===== src/rtl/mul_shift_add_ctrl_if.sv =====
// Operand/result handshake bundle for the shift-add multiplier controller.
// The master side drives operands and consumes the result; the slave side is the controller.
interface mul_shift_add_ctrl_if #(
  parameter int LEN = 32
);
  logic             flush;
  logic             in_valid;
  logic             in_ready;
  logic [LEN-1:0]   in_a;
  logic [LEN-1:0]   in_b;
  logic             out_valid;
  logic             out_ready;
  logic [2*LEN-1:0] out_product;
  logic             busy;

  // Transfers complete on a rising edge where valid and ready are both high.
  // A valid source holds its payload until that edge.
  modport master (
    output flush, in_valid, in_a, in_b, out_ready,
    input  in_ready, out_valid, out_product, busy
  );

  modport slave (
    input  flush, in_valid, in_a, in_b, out_ready,
    output in_ready, out_valid, out_product, busy
  );
endinterface


===== src/rtl/mul_shift_add_ctrl.sv =====
// Multi-cycle unsigned shift-add multiplier: one add/shift iteration per clock,
// a fixed LEN iterations per operation, result held until the consumer takes it.
module mul_shift_add_ctrl #(
  parameter int LEN = 32
) (
  input  logic                 clk,
  input  logic                 rst_n,
  mul_shift_add_ctrl_if.slave  bus,
  output logic [1:0]           dbg_state_o
);

  localparam int CW = $clog2(LEN);
  localparam logic [CW-1:0] LAST = CW'(LEN - 1);

  typedef enum logic [1:0] {
    S_IDLE = 2'd0,
    S_BUSY = 2'd1,
    S_DONE = 2'd2
  } state_t;

  state_t           state_q;
  logic [2*LEN-1:0] acc_q;
  logic [2*LEN-1:0] acc_d;
  logic [2*LEN-1:0] mcand_q;
  logic [LEN-1:0]   mplier_q;
  logic [CW-1:0]    cnt_q;
  logic [2*LEN-1:0] out_product_q;
  logic             out_valid_q;
  logic             busy_q;

  // The product of two LEN-bit operands always fits in 2*LEN bits, so the add never wraps.
  always_comb begin
    acc_d = acc_q;
    if (mplier_q[0]) acc_d = acc_q + mcand_q;
  end

  always_ff @(posedge clk or negedge rst_n) begin
    if (!rst_n) begin
      state_q       <= S_IDLE;
      acc_q         <= '0;
      mcand_q       <= '0;
      mplier_q      <= '0;
      cnt_q         <= '0;
      out_product_q <= '0;
      out_valid_q   <= 1'b0;
      busy_q        <= 1'b0;
    end else if (bus.flush) begin
      state_q     <= S_IDLE;
      out_valid_q <= 1'b0;
      busy_q      <= 1'b0;
    end else begin
      case (state_q)
        S_IDLE: begin
          if (bus.in_valid) begin
            acc_q         <= '0;
            out_product_q <= '0;
            mcand_q       <= {{LEN{1'b0}}, bus.in_a};
            mplier_q      <= bus.in_b;
            cnt_q         <= '0;
            busy_q        <= 1'b1;
            state_q       <= S_BUSY;
          end
        end
        S_BUSY: begin
          acc_q         <= acc_d;
          out_product_q <= acc_d;
          mcand_q       <= mcand_q << 1;
          mplier_q      <= mplier_q >> 1;
          cnt_q         <= cnt_q + 1'b1;
          if (cnt_q == LAST) begin
            out_valid_q <= 1'b1;
            state_q     <= S_DONE;
          end
        end
        S_DONE: begin
          if (bus.out_ready) begin
            out_valid_q <= 1'b0;
            busy_q      <= 1'b0;
            state_q     <= S_IDLE;
          end
        end
        default: begin
          out_valid_q <= 1'b0;
          busy_q      <= 1'b0;
          state_q     <= S_IDLE;
        end
      endcase
    end
  end

  // Flush blocks acceptance in the same cycle so it always wins over in_valid.
  assign bus.in_ready    = (state_q == S_IDLE) && !bus.flush;
  assign bus.out_valid   = out_valid_q;
  assign bus.out_product = out_product_q;
  assign bus.busy        = busy_q;
  assign dbg_state_o     = state_q;

endmodule


===== src/flat_wrapper.sv =====
// flat-port wrapper written by rule: the top's interface ports become plain ports
module mul_shift_add_ctrl_flat 
#(
  parameter int LEN = 32
)
  (clk, rst_n, dbg_state_o, bus_flush, bus_in_valid, bus_in_a, bus_in_b, bus_out_ready, bus_in_ready, bus_out_valid, bus_out_product, bus_busy);
  mul_shift_add_ctrl_if #(.LEN(LEN)) bus_i ();
  input  logic clk;
  input  logic rst_n;
  output logic [1:0] dbg_state_o;
  input wire logic [$bits(bus_i.flush)-1:0] bus_flush;
  input wire logic [$bits(bus_i.in_valid)-1:0] bus_in_valid;
  input wire logic [$bits(bus_i.in_a)-1:0] bus_in_a;
  input wire logic [$bits(bus_i.in_b)-1:0] bus_in_b;
  input wire logic [$bits(bus_i.out_ready)-1:0] bus_out_ready;
  output wire logic [$bits(bus_i.in_ready)-1:0] bus_in_ready;
  output wire logic [$bits(bus_i.out_valid)-1:0] bus_out_valid;
  output wire logic [$bits(bus_i.out_product)-1:0] bus_out_product;
  output wire logic [$bits(bus_i.busy)-1:0] bus_busy;
  assign bus_i.flush = bus_flush;
  assign bus_i.in_valid = bus_in_valid;
  assign bus_i.in_a = bus_in_a;
  assign bus_i.in_b = bus_in_b;
  assign bus_i.out_ready = bus_out_ready;
  assign bus_in_ready = bus_i.in_ready;
  assign bus_out_valid = bus_i.out_valid;
  assign bus_out_product = bus_i.out_product;
  assign bus_busy = bus_i.busy;
  mul_shift_add_ctrl #(.LEN(LEN)) u_core (.clk(clk), .rst_n(rst_n), .bus(bus_i), .dbg_state_o(dbg_state_o));
endmodule

===== config.mk =====
export PLATFORM = sky130hd
export DESIGN_NAME = mul_shift_add_ctrl_flat
export DESIGN_NICKNAME = d
export VERILOG_FILES = /design/src/rtl/mul_shift_add_ctrl_if.sv /design/src/rtl/mul_shift_add_ctrl.sv /design/src/flat_wrapper.sv
export SDC_FILE = /design/constraint.sdc
export NUM_CORES = 1
export LEC_CHECK = 0
export BUFFER_PORTS_ARGS = -buffer_cell sky130_fd_sc_hd__buf_2
export CORE_MARGIN = 8
export CORE_UTILIZATION = 59
export DETAILED_ROUTE_END_ITERATION = 12
export GPL_ROUTABILITY_DRIVEN = 0
export PLACE_DENSITY = 0.78
export REMOVE_ABC_BUFFERS = 1
export SYNTH_ARGS = -nofsm -noshare
export SYNTH_HDL_FRONTEND = slang
export SYNTH_SLANG_ARGS = --single-unit

===== constraint.sdc =====
create_clock -name clk -period 3.79 [get_ports clk]
set_clock_uncertainty 0.2 [all_clocks]
set_input_delay 0.1895 -clock clk [delete_from_list [all_inputs] [get_ports clk]]
set_output_delay 0.1895 -clock clk [all_outputs]
set_load 0.02 [all_outputs]

==> run summary <==
Fmax: 284.6 MHz
Internal Power: 4.117 mW
Detailed Routing Iterations Pass 1: 7
Htree depth: 4
Synth area leader: dfrtp_1
CP Launch Type: flop
Setup crit end: u_core.bus.out_product[60]
FF+latch count, synth: 169
DRT iter0 DRCs: 699
Register area share after synthesis: 40.58%
Min-delay worst type: in -> reg
Reg2Reg Depth: 13
Hold Slack: 14.31 ps
Ys flop type: dfrtp_1
Filler instances: 1292
Reg2reg end: u_core.bus.out_product[60]
Tcrit/Tclk final: 92.70%
Vias in the first global route: 9769
Die width: 148.9 µm
Initial core utilization: 60.25%
Total power: 7.061 mW
Initial antenna violation count: 0
Synth area leaders: dfrtp_1, nand2_1, ha_1
CTS tree: done
Final nets: 1566
CP startpoint: u_core.mcand_q[0]
Finish-stage setup viols: 0
Library cells used by synthesis: 67
VDD IR-drop max: 0.4315 mV
Syn Std Cell Area: 10420 µm²
DP Wirelength: 19020 µm
Fin. Hold Viols: 0
Worst endpoint data arrival time: 3680 ps
Yosys Warn Count: 0
Layout area overhead: 19.94%
Clock share of power: 23.8%
Critical path class: reg -> reg
RSZ-0062 raised after global routing: false
Reg area: 4229 µm²
IO buf count: 137
Clk root buf: clkbuf_16
Num CTS Buffers: 17
CP required: 3960 ps
Die Height: 148.9 µm
Largest net degree at the start of global routing: 100
Sw Share: 41.69%
Clock tree buffer depth: 2
Via count: 9904
Fraction of registers with async set/reset: 100.0%
Clk sink count: 169
Dpl ws: 309.9 ps
Syn_area_per_cell: 8.199 µm²
Postcts setup bufs: 0
Worst skew pair latency: 440 ps
Overflow after GRT: 0
Pleak: 6.088 nW
Routed len/inst: 17.00 µm
CP Capture Type: flop
Slew headroom: 43.21%
Reg2reg setup slack: 280 ps
Vias per inst: 5.934
Die Area: 22170 µm²
Gate power share: 43.1%
Global-route wire length before repair: 48160 µm
Post-route ant nets: 0
DRC violations left: 0
NetSw: 2.944 mW
Status: complete, no violations
Clock transition at the registers of the reported paths: 70 ps
Multi-input logic area: 5864 µm²
Top cells by count, synth: nand2_1, dfrtp_1, nor2_1
Post-placement cell area: 11250 µm²
Leading cell type by number of instances after synthesis: nand2_1
Post-synth EDFFs: 0
I/O Pins: 138
Core Region: 17300 µm²
Share of post-route cells with drive strength above 1: 14.13%
Tmin final: 3513 ps
Power Density: 564.9 nW/µm²
Row count: 48
Design area: 12500 µm²
Reg2reg start: u_core.mcand_q[0]
GRT Total Usage: 26.25%
Crit path max fanout: 4
ANT cells: 0
Layout Utilization: 72.27%
DRT Wirelength: 28370 µm
Worst setup margin: 276.7 ps
Synth Instances: 1271
Yosys top cell area share: 40.58%
Reg power frac: 33.2%
Actual slew at the worst max-slew pin: 851.8 ps
Max-slew violation count: 0
Max-Cap Viols: 0
-- worst min-delay path by stage --
| stage | depth (start not counted) | slack [ps] | endpoint | start |
|---|---|---|---|---|
| floorplan | 0 | -310 | u_core.bus.busy | rst_n |
| global placement | 1 | 130 | u_core.mcand_q[35] | rst_n |
| detailed placement | 1 | 130 | u_core.mcand_q[35] | rst_n |
| CTS | 4 | 4 | u_core.bus.busy | bus_in_valid |
| global route | 4 | 40 | u_core.bus.busy | bus_in_valid |
| finish | 4 | 10 | u_core.bus.busy | bus_in_valid |
-- repair_timing --
action | in CTS | in global routing
resized for setup | 0 | 0
hold endpoints to repair | 154 | 0
hold buffers | 68 | 0
-- state kept, by name (all words and copies together) (netlist names) --
| signal | count |
|---|---|
| u_core.bus.busy | 1 |
| u_core.bus.out_product | 64 |
| u_core.bus.out_valid | 1 |
| u_core.cnt_q | 5 |
| u_core.dbg_state_o | 2 |
| u_core.mcand_q | 64 |
| u_core.mplier_q | 32 |
-- cells by family after synthesis --
logic type / after synthesis / synth area share (%)
compound gates: 354 / 21.56
xor+xnor: 58 / 4.875
fa+ha+maj: 66 / 7.996
buf+inv: 95 / 3.458
flops: 169 / 40.58
mux: 2 / 0.2041
simple gates: 527 / 21.32
-- critical path, cell delays in order (launching register included) --
cell and delay, ps:
dfrtp_1 380, ha_1 190, inv_1 60, fa_1 370, and2b_1 240, o2111ai_1 140, a41oi_1 300, o21a_1 230
a21oi_2 110, o21ai_2 260, a21oi_1 180, or4_1 530, a21oi_1 130, a211o_1 110
-- routing by layer --
layer / up-vias / part of all wire (%) / GRT usage, % / wire [µm]
li1: 4792 / - / - / -
met1: 4728 / 43 / 34.06 / 12240
met2: 328 / 47 / 41.54 / 13350
met3: 56 / 7.1 / 6.493 / 2026
met4: 0 / 2.7 / 10.15 / 755
met5: - / 0 / 0 / 0
-- cells in the final DEF, fill, tap and decap left out, drive strengths merged, types with 3 or more instances in the layout --
| cell type | synthesis | final |
|---|---|---|
| a211oi | 9 | 9 |
| a21boi | 6 | 6 |
| a21o | 23 | 23 |
| a21oi | 75 | 75 |
| a22o | 12 | 12 |
| a31oi | 73 | 73 |
| a41oi | 3 | 3 |
| and2 | 4 | 4 |
| and3 | 7 | 7 |
| buf | 9 | 148 |
| clkbuf | 66 | 17 |
| clkinv | 0 | 8 |
| dfrtp | 169 | 169 |
| dlygate4sd3 | 0 | 68 |
| ha | 65 | 65 |
| inv | 20 | 25 |
| nand2 | 305 | 305 |
| nand2b | 7 | 7 |
| nand3 | 52 | 52 |
| nand4 | 16 | 16 |
| nor2 | 101 | 101 |
| nor2b | 8 | 8 |
| nor3 | 12 | 12 |
| nor4 | 3 | 3 |
| o211ai | 5 | 5 |
| o21a | 7 | 7 |
| o21ai | 97 | 97 |
| o21bai | 13 | 13 |
| o31ai | 5 | 5 |
| o41ai | 4 | 4 |
| or3 | 3 | 3 |
| xnor2 | 32 | 32 |
| xor2 | 26 | 26 |
-- metrics by stage --
| step | setup TNS, ps | std cells |
|---|---|---|
| 6_report | 0 | 1669 |
| 5_1_grt | 0 | 1669 |
| 4_1_cts | 0 | 1669 |
| 3_5_place_dp | 0 | 1569 |
| 3_3_place_gp | 0 | 1569 |
| 2_1_floorplan | -267760 | 1196 |
-- final cells by class --
cell class              instances  area share [%]
repair buffers                216           11.84
clock buffers                  17           3.403
inverters                      20          0.6006
clock inverters                15           1.151
well taps                     225           2.252
multi-input cells            1007           46.92
flip-flops and latches        169           33.83
-- power by group through the flow --
stage          Clock [mW]  Combinational [mW]  Sequential, mW
3_3_place_gp            0                2.90            2.35
6_report             1.68                3.04            2.34
3_5_place_dp            0                2.91            2.37
5_1_grt              1.78                3.37            2.39
4_1_cts              1.71                3.00            2.34
2_1_floorplan           0                1.96            2.51
Power figures use the tool's default switching activity.
